--- src/rtl/pipe_hazard_ctrl_pkg.sv ---
// Shared definitions for the pipeline-control slice.
//   - RV opcode constants used by the internal decode
//   - canonical NOP encoding (addi x0,x0,0)
//   - forwarding-select encodings driven on fwd_a_sel / fwd_b_sel
package pipe_pkg;

   localparam logic [6:0] OPC_OP        = 7'b0110011;
   localparam logic [6:0] OPC_OP_IMM    = 7'b0010011;
   localparam logic [6:0] OPC_LOAD      = 7'b0000011;
   localparam logic [6:0] OPC_STORE     = 7'b0100011;
   localparam logic [6:0] OPC_BRANCH    = 7'b1100011;
   localparam logic [6:0] OPC_JAL       = 7'b1101111;
   localparam logic [6:0] OPC_JALR      = 7'b1100111;
   localparam logic [6:0] OPC_LUI       = 7'b0110111;
   localparam logic [6:0] OPC_AUIPC     = 7'b0010111;
   localparam logic [6:0] OPC_OP_32     = 7'b0111011;
   localparam logic [6:0] OPC_OP_IMM_32 = 7'b0011011;

   localparam logic [31:0] NOP_ENC = 32'h0000_0013;

   localparam logic [1:0] FWD_RF    = 2'b00;
   localparam logic [1:0] FWD_EXMEM = 2'b01;
   localparam logic [1:0] FWD_MEMWB = 2'b10;

endpackage

--- src/rtl/pipe_hazard_ctrl_if.sv ---
// Bus bundle for pipe_hazard_ctrl.
//   master (fetch/core side): drives enable, insn_in, flush; observes the rest
//   slave  (pipe_hazard_ctrl): observes enable, insn_in, flush; drives
//          insn_o, valid_o, stall_o, fwd_a_sel, fwd_b_sel, wb_en,
//          retire_cnt, stall_cnt
interface pipe_hazard_ctrl_if #(
   parameter int unsigned STAGES = 4,
   parameter int unsigned INSN_W = 32,
   parameter int unsigned CNT_W  = 32
);
   logic                       enable;
   logic [INSN_W-1:0]          insn_in;
   logic                       flush;
   logic [STAGES*INSN_W-1:0]   insn_o;
   logic [STAGES-1:0]          valid_o;
   logic                       stall_o;
   logic [1:0]                 fwd_a_sel;
   logic [1:0]                 fwd_b_sel;
   logic                       wb_en;
   logic [CNT_W-1:0]           retire_cnt;
   logic [CNT_W-1:0]           stall_cnt;

   modport master (
      output enable, insn_in, flush,
      input  insn_o, valid_o, stall_o, fwd_a_sel, fwd_b_sel, wb_en,
             retire_cnt, stall_cnt
   );

   modport slave (
      input  enable, insn_in, flush,
      output insn_o, valid_o, stall_o, fwd_a_sel, fwd_b_sel, wb_en,
             retire_cnt, stall_cnt
   );
endinterface

--- src/rtl/pipe_hazard_ctrl_insn_field_decode.sv ---
// Opcode-only field decode of one instruction word.
//   insn      : instruction word
//   rd/rs1/rs2: raw register fields
//   writes_rd : opcode class writes a destination register
//   is_load   : LOAD opcode
//   uses_rs1  : opcode reads rs1
//   uses_rs2  : opcode reads rs2
module insn_field_decode
   import pipe_pkg::*;
(
   input  logic [31:0] insn,
   output logic [4:0]  rd,
   output logic [4:0]  rs1,
   output logic [4:0]  rs2,
   output logic        writes_rd,
   output logic        is_load,
   output logic        uses_rs1,
   output logic        uses_rs2
);
   logic [6:0] opc;

   assign opc = insn[6:0];
   assign rd  = insn[11:7];
   assign rs1 = insn[19:15];
   assign rs2 = insn[24:20];

   always_comb begin
      writes_rd = 1'b0;
      unique case (opc)
         OPC_OP, OPC_OP_IMM, OPC_LOAD, OPC_JAL, OPC_JALR,
         OPC_LUI, OPC_AUIPC, OPC_OP_32, OPC_OP_IMM_32: writes_rd = 1'b1;
         default:                                      writes_rd = 1'b0;
      endcase
      is_load  = (opc == OPC_LOAD);
      uses_rs1 = !(opc inside {OPC_JAL, OPC_LUI, OPC_AUIPC});
      uses_rs2 = (opc inside {OPC_OP, OPC_OP_32, OPC_STORE, OPC_BRANCH});
   end
endmodule

--- src/rtl/pipe_hazard_ctrl.sv ---
// Pipeline-control block: per-stage instruction/valid registers,
// load-use stall, flush with bubble insertion, EX operand forwarding
// selects, and retire/stall counters.
//   clk, srst : clock, synchronous active-high reset
//   bus       : slave side of pipe_hazard_ctrl_if (enable, insn_in, flush
//               in; insn_o, valid_o, stall_o, fwd_*_sel, wb_en, counters out)
module pipe_hazard_ctrl
   import pipe_pkg::*;
#(
   parameter int unsigned        STAGES   = 4,
   parameter int unsigned        INSN_W   = 32,
   parameter int unsigned        CNT_W    = 32,
   parameter logic [INSN_W-1:0]  NOP_INSN = INSN_W'(NOP_ENC)
)(
   input logic                clk,
   input logic                srst,
   pipe_hazard_ctrl_if.slave  bus
);
   logic [INSN_W-1:0] insn_q [STAGES];
   logic [STAGES-1:0] valid_q;
   logic [CNT_W-1:0]  retire_q;
   logic [CNT_W-1:0]  stall_q;

   // Decoded fields of IF_ID .. MEM_WB
   logic [4:0] rd_s  [4];
   logic [4:0] rs1_s [4];
   logic [4:0] rs2_s [4];
   logic       wr_s  [4];
   logic       ld_s  [4];
   logic       u1_s  [4];
   logic       u2_s  [4];

   for (genvar k = 0; k < 4; k++) begin : g_dec
      insn_field_decode u_dec (
         .insn      (insn_q[k][31:0]),
         .rd        (rd_s[k]),
         .rs1       (rs1_s[k]),
         .rs2       (rs2_s[k]),
         .writes_rd (wr_s[k]),
         .is_load   (ld_s[k]),
         .uses_rs1  (u1_s[k]),
         .uses_rs2  (u2_s[k])
      );
   end

   logic load_use;
   logic stall;
   logic ex_ok;
   logic mem_ok;

   assign load_use = valid_q[1] & ld_s[1] & (rd_s[1] != 5'd0) & valid_q[0] &
                     ((u1_s[0] & (rs1_s[0] == rd_s[1])) |
                      (u2_s[0] & (rs2_s[0] == rd_s[1])));
   // A taken flush redirects fetch anyway, so the stall is suppressed
   // for that cycle rather than holding a killed instruction.
   assign stall    = load_use & ~bus.flush;

   assign ex_ok  = valid_q[2] & wr_s[2] & (rd_s[2] != 5'd0);
   assign mem_ok = valid_q[3] & wr_s[3] & (rd_s[3] != 5'd0);

   always_comb begin
      bus.fwd_a_sel = FWD_RF;
      if (ex_ok && rd_s[2] == rs1_s[1])       bus.fwd_a_sel = FWD_EXMEM;
      else if (mem_ok && rd_s[3] == rs1_s[1]) bus.fwd_a_sel = FWD_MEMWB;
      bus.fwd_b_sel = FWD_RF;
      if (ex_ok && rd_s[2] == rs2_s[1])       bus.fwd_b_sel = FWD_EXMEM;
      else if (mem_ok && rd_s[3] == rs2_s[1]) bus.fwd_b_sel = FWD_MEMWB;
   end

   always_ff @(posedge clk) begin
      if (srst) begin
         for (int unsigned k = 0; k < STAGES; k++) insn_q[k] <= NOP_INSN;
         valid_q  <= '0;
         retire_q <= '0;
         stall_q  <= '0;
      end else if (bus.enable) begin
         for (int unsigned k = 2; k < STAGES; k++) begin
            insn_q[k]  <= insn_q[k-1];
            valid_q[k] <= valid_q[k-1];
         end
         if (bus.flush) begin
            insn_q[0]  <= NOP_INSN;
            valid_q[0] <= 1'b0;
            insn_q[1]  <= NOP_INSN;
            valid_q[1] <= 1'b0;
         end else if (stall) begin
            insn_q[1]  <= NOP_INSN;
            valid_q[1] <= 1'b0;
         end else begin
            insn_q[1]  <= insn_q[0];
            valid_q[1] <= valid_q[0];
            insn_q[0]  <= bus.insn_in;
            valid_q[0] <= 1'b1;
         end
         if (valid_q[STAGES-1]) retire_q <= retire_q + CNT_W'(1);
         if (stall)             stall_q  <= stall_q + CNT_W'(1);
      end
   end

   always_comb begin
      bus.insn_o = '0;
      for (int unsigned k = 0; k < STAGES; k++)
         bus.insn_o[k*INSN_W +: INSN_W] = insn_q[k];
   end

   assign bus.valid_o    = valid_q;
   assign bus.stall_o    = stall;
   assign bus.wb_en      = mem_ok;
   assign bus.retire_cnt = retire_q;
   assign bus.stall_cnt  = stall_q;
endmodule

--- src/flat_wrapper.sv ---
// flat-port wrapper written by rule: the top's interface ports become plain ports
module pipe_hazard_ctrl_flat import pipe_pkg::*;
#(
   parameter int unsigned        STAGES   = 4,
   parameter int unsigned        INSN_W   = 32,
   parameter int unsigned        CNT_W    = 32,
   parameter logic [INSN_W-1:0]  NOP_INSN = INSN_W'(NOP_ENC)
)
  (clk, srst, bus_enable, bus_insn_in, bus_flush, bus_insn_o, bus_valid_o, bus_stall_o, bus_fwd_a_sel, bus_fwd_b_sel, bus_wb_en, bus_retire_cnt, bus_stall_cnt);
  pipe_hazard_ctrl_if #(.STAGES(STAGES), .INSN_W(INSN_W), .CNT_W(CNT_W)) bus_i ();
  input logic clk;
  input logic srst;
  input wire logic [$bits(bus_i.enable)-1:0] bus_enable;
  input wire logic [$bits(bus_i.insn_in)-1:0] bus_insn_in;
  input wire logic [$bits(bus_i.flush)-1:0] bus_flush;
  output wire logic [$bits(bus_i.insn_o)-1:0] bus_insn_o;
  output wire logic [$bits(bus_i.valid_o)-1:0] bus_valid_o;
  output wire logic [$bits(bus_i.stall_o)-1:0] bus_stall_o;
  output wire logic [$bits(bus_i.fwd_a_sel)-1:0] bus_fwd_a_sel;
  output wire logic [$bits(bus_i.fwd_b_sel)-1:0] bus_fwd_b_sel;
  output wire logic [$bits(bus_i.wb_en)-1:0] bus_wb_en;
  output wire logic [$bits(bus_i.retire_cnt)-1:0] bus_retire_cnt;
  output wire logic [$bits(bus_i.stall_cnt)-1:0] bus_stall_cnt;
  assign bus_i.enable = bus_enable;
  assign bus_i.insn_in = bus_insn_in;
  assign bus_i.flush = bus_flush;
  assign bus_insn_o = bus_i.insn_o;
  assign bus_valid_o = bus_i.valid_o;
  assign bus_stall_o = bus_i.stall_o;
  assign bus_fwd_a_sel = bus_i.fwd_a_sel;
  assign bus_fwd_b_sel = bus_i.fwd_b_sel;
  assign bus_wb_en = bus_i.wb_en;
  assign bus_retire_cnt = bus_i.retire_cnt;
  assign bus_stall_cnt = bus_i.stall_cnt;
  pipe_hazard_ctrl #(.STAGES(STAGES), .INSN_W(INSN_W), .CNT_W(CNT_W), .NOP_INSN(NOP_INSN)) u_core (.clk(clk), .srst(srst), .bus(bus_i));
endmodule
--- config.mk ---
export PLATFORM = sky130hd
export DESIGN_NAME = pipe_hazard_ctrl_flat
export DESIGN_NICKNAME = d
export VERILOG_FILES = /design/src/rtl/pipe_hazard_ctrl_pkg.sv /design/src/rtl/pipe_hazard_ctrl_if.sv /design/src/rtl/pipe_hazard_ctrl_insn_field_decode.sv /design/src/rtl/pipe_hazard_ctrl.sv /design/src/flat_wrapper.sv
export SDC_FILE = /design/constraint.sdc
export NUM_CORES = 1
export LEC_CHECK = 0
export ABC_AREA = 1
export CAP_MARGIN = 20
export CORE_ASPECT_RATIO = 0.5
export CORE_MARGIN = 2
export CORE_UTILIZATION = 50
export DETAILED_ROUTE_END_ITERATION = 16
export PLACE_DENSITY_LB_ADDON = 0.08
export SYNTH_ARGS = -nofsm -noshare
export SYNTH_HDL_FRONTEND = slang
export SYNTH_SLANG_ARGS = --single-unit
--- constraint.sdc ---
create_clock -name clk -period 2.84 [get_ports clk]
set_input_delay 0.426 -clock clk [delete_from_list [all_inputs] [get_ports clk]]
set_output_delay 0.426 -clock clk [all_outputs]
set_load 0.05 [all_outputs]
### Word level (Yosys, flattened, before mapping)

Memory sizes are Yosys's and may differ from the RTL's.
Index checks and enable logic that the tools add are counted.

* $add $sub $neg: 2
* bitwise operators: 20
* equal/unequal tests: 33
* reduce and logical (&&, ||, !) cells: 15
* muxes and demuxes: 35

Operators by type and width (count)
* $mux W32: 7
* $eq A7 B6 Y1 const B: 10
* $add A32 B1 Y32 const B: 2
* $eq A7 B5 Y1 const B: 7
* $eq A7 B7 Y1 const B: 6
* $eq A5 B5 Y1: 6
* $mux W1: 23
* $eq A7 B2 Y1 const B: 3
* $reduce_or A9 Y1: 2
* $reduce_bool A5 Y1: 3
* $and A1 B1 Y1: 11
* $mux W2: 5
* $or A1 B1 Y1: 8
* $reduce_and A2 Y1: 3
* $logic_and A1 B1 Y1: 4
* $reduce_bool A4 Y1: 1
* $reduce_bool A3 Y1: 1
* $ne A2 B2 Y1 const B: 1
* $logic_not A1 Y1: 1
* $not A1 Y1: 1

* input port bits: 36
* register bits: 68
* output and inout port bits: 202
* memories: 1
* RAM bits: 128
* word-level logic and storage cells: 110

Memories
* u_core.insn_q: words 4, bits a word 32, read ports 4, clocked after Yosys merged registers in 0, write ports 4, RTL line pipe_hazard_ctrl.sv:19 `logic [INSN_W-1:0] insn_q [STAGES];`

### Logic depth before layout (Yosys ltp)

* depth after elaboration: 14
* gate-level depth with buffers: 12
* gate-level depth less buffers: 11

### Hierarchy

Synthesis repeated with hierarchy kept, for this count alone.

* cell total of the unflattened synthesis: 1310
* area, all modules: 10366.2 sq um

By module, submodules not included
* pipe_hazard_ctrl: seq. area each 5205.0 sq um, cells each 1136, instances 1, area each 9406.5 sq um
* insn_field_decode (u_core.g_dec[1].u_dec ...): seq. area each 0.0 sq um, cells each 44, instances 3, area each 242.7 sq um
* insn_field_decode (u_core.g_dec[0].u_dec): seq. area each 0.0 sq um, cells each 42, instances 1, area each 231.5 sq um

### Worst setup path before layout

No wires, ideal clock.

* path type: reg-to-output
* from: mem u_core.insn_q[2][2]
* to: out bus_fwd_b_sel[1]
* data arrival time: 3.338 ns
* buffers on the path: 0
* stages on the path, launching flop included: 7
* setup slack: -0.924 ns
* data required time: 2.414 ns
* cells stage by stage: edfxtp_1 inv_1 a21oi_1 o21ai_0 o2111ai_1 nor4_1 nor2_1

RTL lines
* start: declaration: RTL line pipe_hazard_ctrl.sv:19
* end: declaration: RTL line flat_wrapper.sv:20 `output wire logic [$bits(bus_i.fwd_b_sel)-1:0] bus_fwd_b_sel;`

==> impl_results.rst <==
.. list-table::
   :header-rows: 1

   * - Metric
     - Value
   * - Reg2Reg Depth
     - 11
   * - Number of enable flip-flop cells after synthesis
     - roughly 130
   * - Largest stage delay, worst path
     - between 0.4 and 0.5 ns
   * - Worst setup path category
     - reg2out
   * - Worst-path fanout max
     - 3
   * - Library cell with the highest instance count after synthesis
     - sky130_fd_sc_hd__nand2_1
   * - Die Outline Area
     - a little over 20000 um2
   * - Clock latency at the later pin of the worst-skew pair
     - about 0.43 ns
   * - Setup fix buffers added after clock tree synthesis
     - 0
   * - Mean Syn Cell Area
     - around 8.6 um2
   * - Kind of path behind the tightest hold check
     - reg2reg
   * - Post-Route Setup TNS
     - 0 ns
   * - Flop-to-flop setup slack
     - between 0.8 and 0.9 ns
   * - Top cell type by total area after synthesis
     - sky130_fd_sc_hd__edfxtp_1
   * - Endpoint with the worst hold slack
     - u_core.bus.retire_cnt[28]
   * - Width of the die
     - 198.8 um
   * - Hold_ws
     - 0.5028 ns
   * - Combined area of all synthesized cells
     - between 9000 and 10000 um2
   * - Gpl congestion
     - ~0.9
   * - Count of port buffers added during placement
     - roughly 240
   * - Origin of the critical flop-to-flop path
     - u_core.insn_q[1][7]
   * - Setup repair after global routing missed its margin
     - no
   * - Sort of element at the start of the critical path
     - register
   * - Max-slew headroom
     - about three fifths
   * - First-pass GRT wire length
     - ~38000 um
   * - Critical path arrival
     - ~2.1 ns
   * - Cell Count, Final, Fillers Out
     - about 1600
   * - Peak VDD IR
     - roughly 450 uV
   * - Top cell type's share of synthesized area
     - between 40% and 50%
   * - Number of nets in the layout
     - ~1400
   * - Clock Skews
     - between 0.015 and 0.02 ns
   * - Synth Flop Type
     - sky130_fd_sc_hd__edfxtp_1
   * - Area Overhead vs Synth
     - 34.46%
   * - Count of H-tree levels built during CTS
     - 4
   * - DR vias/cell
     - ~5.0
   * - Synthesized netlist cell count
     - approximately 1100
   * - Initial core utilization
     - slightly above 50%
   * - Overall overflow remaining after global route
     - 0
   * - Antenna violations before repair
     - 0
   * - Power per standard cell area
     - 503.8 nW/um2
   * - Commonest cells post-synth
     - 242 x sky130_fd_sc_hd__nand2_1, 211 x sky130_fd_sc_hd__nor2_1, 160 x sky130_fd_sc_hd__inv_1, 128 x sky130_fd_sc_hd__edfxtp_1, 68 x sky130_fd_sc_hd__dfxtp_1
   * - Total nets after synthesis
     - 1145
   * - Post-CTS clock slew at the launch and capture registers of the worst setup and hold paths
     - ~0.070 ns
   * - Pre-Repair DR Iteration Count
     - 5
   * - Top post-synthesis cells by area
     - sky130_fd_sc_hd__edfxtp_1 41%, sky130_fd_sc_hd__dfxtp_1 14%, sky130_fd_sc_hd__nand2_1 9.6%, sky130_fd_sc_hd__nor2_1 8.3%, sky130_fd_sc_hd__inv_1 6.3%
   * - Combinational cell fraction of total power
     - around 13%
   * - Standard cell core area
     - 18480 um2
   * - Cells on Worst Hold Path
     - 2
   * - Sequential-to-total area share from yosys stat
     - between 50% and 60%
   * - Post-route ant nets
     - 0
   * - Detailed-route DRC error count
     - 0
   * - TritonCTS clock tree
     - done
   * - Total number of vias
     - about 8100
   * - Worst Tran Pin Value
     - around 0.58 ns
   * - Num Clock Sinks
     - 196
   * - RR Endpoint
     - u_core.insn_q[1][17]
   * - Routed len/inst
     - approximately 15 um
   * - Final period util
     - between 80 and 90%
   * - Number of top-level design ports
     - ~240
   * - Internal power summed over all cells
     - approximately 4.6 mW
   * - Slowest cell on the critical path
     - sky130_fd_sc_hd__edfxtp_1
   * - Number of different library cells in the post-synthesis netlist
     - 47
   * - Final critical delay including setup and external delays
     - between 2 and 3 ns
   * - Number of instances in the placed design
     - about 1600
   * - Worst path buffer plus inverter count
     - 2
   * - Site Rows
     - 35
   * - Final Max Slew Viols
     - 0
   * - Element type at the critical path end
     - output port
   * - Net switching component of the power
     - around 1.8 mW
   * - Outcome
     - finished, final reports clean
   * - Clock Root Buffer
     - sky130_fd_sc_hd__clkbuf_16
   * - Largest delay share family, worst path
     - compound AO/OA/AOI/OAI gates
   * - Vias in the first global route
     - 7536
   * - Number of CTS-inserted buffers
     - 17
   * - Half-perimeter wire length after placement
     - about 18000 um
   * - Clk buf depth
     - 2
   * - Leakage power summed over all cells
     - 4.980 nW
   * - Height of the chip
     - 101.4 um
   * - Share of flip-flops with an asynchronous set or reset after synthesis
     - 0%
   * - Clock share of power
     - 36.4%
   * - Switching Fraction
     - 28.76%
   * - ANT cells
     - 0
   * - Number of DRC markers in iteration 0
     - roughly 570
   * - Synth Register Bits
     - 196
   * - Total track usage
     - roughly a quarter
   * - WL final
     - 24430 um
   * - Layout cells sized above 1
     - under 10%
   * - Endpoints failing hold
     - 0
   * - Data required time at the worst endpoint
     - between 2 and 2.5 ns
   * - Achievable Freq
     - 0.3948 GHz
   * - YS warnings
     - 0
   * - Pin count of the biggest net entering global routing
     - 45
   * - Hold path start
     - u_core.bus.retire_cnt[28]
   * - Reported max-cap violation count
     - 0
   * - Register share of total power
     - between 50% and 60%
   * - Number of failing setup endpoints in the final timing report
     - 0
   * - Sequence of cells on the critical path
     - inv_1 -> a21oi_1 -> o21ai_0 -> o2111ai_1 -> nor4_2 -> buf_4
-- power by group through the flow --
| stage | clock network [mW] | registers (mW) | logic, mW |
|---|---|---|---|
| 2_1_floorplan | 0 | 3.63 | 0.198 |
| 3_3_place_gp | 0 | 3.29 | 0.859 |
| 3_5_place_dp | 0 | 3.29 | 0.867 |
| 4_1_cts | 2.37 | 3.22 | 0.868 |
| 5_1_grt | 2.48 | 3.24 | 0.912 |
| 6_report | 2.34 | 3.22 | 0.864 |
-- per-layer routing --
| layer | vias to the layer above | GRT usage, % | wire length, um |
|---|---|---|---|
| met5 | - | 0 | 0 |
| met4 | 0 | 4.937 | 136 |
| met3 | 11 | 4.329 | 1522 |
| met2 | 283 | 40.05 | 11700 |
| met1 | 3775 | 34.54 | 11070 |
| li1 | 4012 | - | - |
-- worst max-delay path by stage --
stage / slack (ns) / startpoint / endpoint / cells past startpoint
after floorplan: -0.1 / u_core.insn_q[2][2] / bus_fwd_b_sel[1] / 6
after global placement: 0.44 / bus_enable / u_core.insn_q[0][14] / 5
after detailed placement: 0.43 / bus_enable / u_core.insn_q[0][13] / 5
after CTS: 0.06 / u_core.insn_q[3][2] / bus_wb_en / 4
after global routing: 0.17 / u_core.insn_q[2][5] / bus_fwd_b_sel[0] / 6
final: 0.31 / u_core.insn_q[2][5] / bus_fwd_b_sel[0] / 6
-- cell usage in the layout (no fill, tap or decap), types with 3 or more instances in the layout --
cell type	synthesis	layout
sky130_fd_sc_hd__buf_4	5	15
sky130_fd_sc_hd__inv_6	0	7
sky130_fd_sc_hd__inv_1	160	159
sky130_fd_sc_hd__buf_12	0	5
sky130_fd_sc_hd__dfxtp_1	68	68
sky130_fd_sc_hd__or2_1	5	5
sky130_fd_sc_hd__nand4_1	39	39
sky130_fd_sc_hd__nor3_1	18	18
sky130_fd_sc_hd__nor2_2	4	5
sky130_fd_sc_hd__clkinv_2	2	4
sky130_fd_sc_hd__nand3_1	23	23
sky130_fd_sc_hd__nor2_1	211	210
sky130_fd_sc_hd__xor2_1	29	29
sky130_fd_sc_hd__xnor2_1	11	11
sky130_fd_sc_hd__inv_8	0	3
sky130_fd_sc_hd__o21ai_0	15	15
sky130_fd_sc_hd__nand2_4	4	4
sky130_fd_sc_hd__nor4_1	5	3
sky130_fd_sc_hd__clkbuf_16	0	17
sky130_fd_sc_hd__edfxtp_1	128	128
sky130_fd_sc_hd__nor2_4	4	4
sky130_fd_sc_hd__nand2_1	242	242
sky130_fd_sc_hd__inv_2	6	7
sky130_fd_sc_hd__nand3b_1	14	14
sky130_fd_sc_hd__clkdlybuf4s50_1	0	231
sky130_fd_sc_hd__or2_2	4	4
sky130_fd_sc_hd__a21oi_1	50	50
-- cell type report --
type / instances / area [um2]
clock buffers: 17 / 425.4
clock inverters: 15 / 132.6
fillers: 1571 / 5724
inverters: 169 / 636.9
multi-input cells: 709 / 3495
flip-flops and latches: 196 / 5205
well taps: 259 / 324.1
repair buffers: 252 / 2537
-- worst min-delay path: cells and delay by family, from the launching register on --
family,cells,cell delay (ns)
buffers and inverters,1,0.07
DFF,1,0.33
AOI/OAI and AO/OA,1,0.06
-- sequential cells by signal (all words and copies together) (netlist names) --
name,cells
u_core.bus.valid_o,4
u_core.insn_q,128
u_core.bus.stall_cnt,32
u_core.bus.retire_cnt,32
-- per-stage QoR --
| stage | instance area (um2) | setup slack (ns) | total power, mW | util, % |
|---|---|---|---|---|
| after detailed placement | 12200 | 0.4300 | 4.157 | 65.99 |
| after global placement | 12200 | 0.4424 | 4.144 | 65.99 |
| final | 12760 | 0.3071 | 6.427 | 69.03 |
| after global routing | 12760 | 0.1668 | 6.627 | 69.03 |
| after CTS | 12750 | 0.05804 | 6.464 | 69.01 |
| after floorplan | 9523 | -0.09921 | 3.824 | - |
-- cells by family (layout without fill, tap and decap cells) --
group	after synthesis	count (layout)	share of synthesized area, %
fa+ha+maj	2	2	0.2637
compound gates	77	77	4.379
flops	196	196	54.87
buf+inv	202	453	8.678
xor+xnor	40	40	3.693
simple gates	590	590	28.12
-- what timing repair did --
item | 4_1_cts | 5_1_grt
setup endpoints to repair | 0 | 1
hold buffers | 0 | 0
resized for setup | 0 | 1
Power figures use the tool's default switching activity.
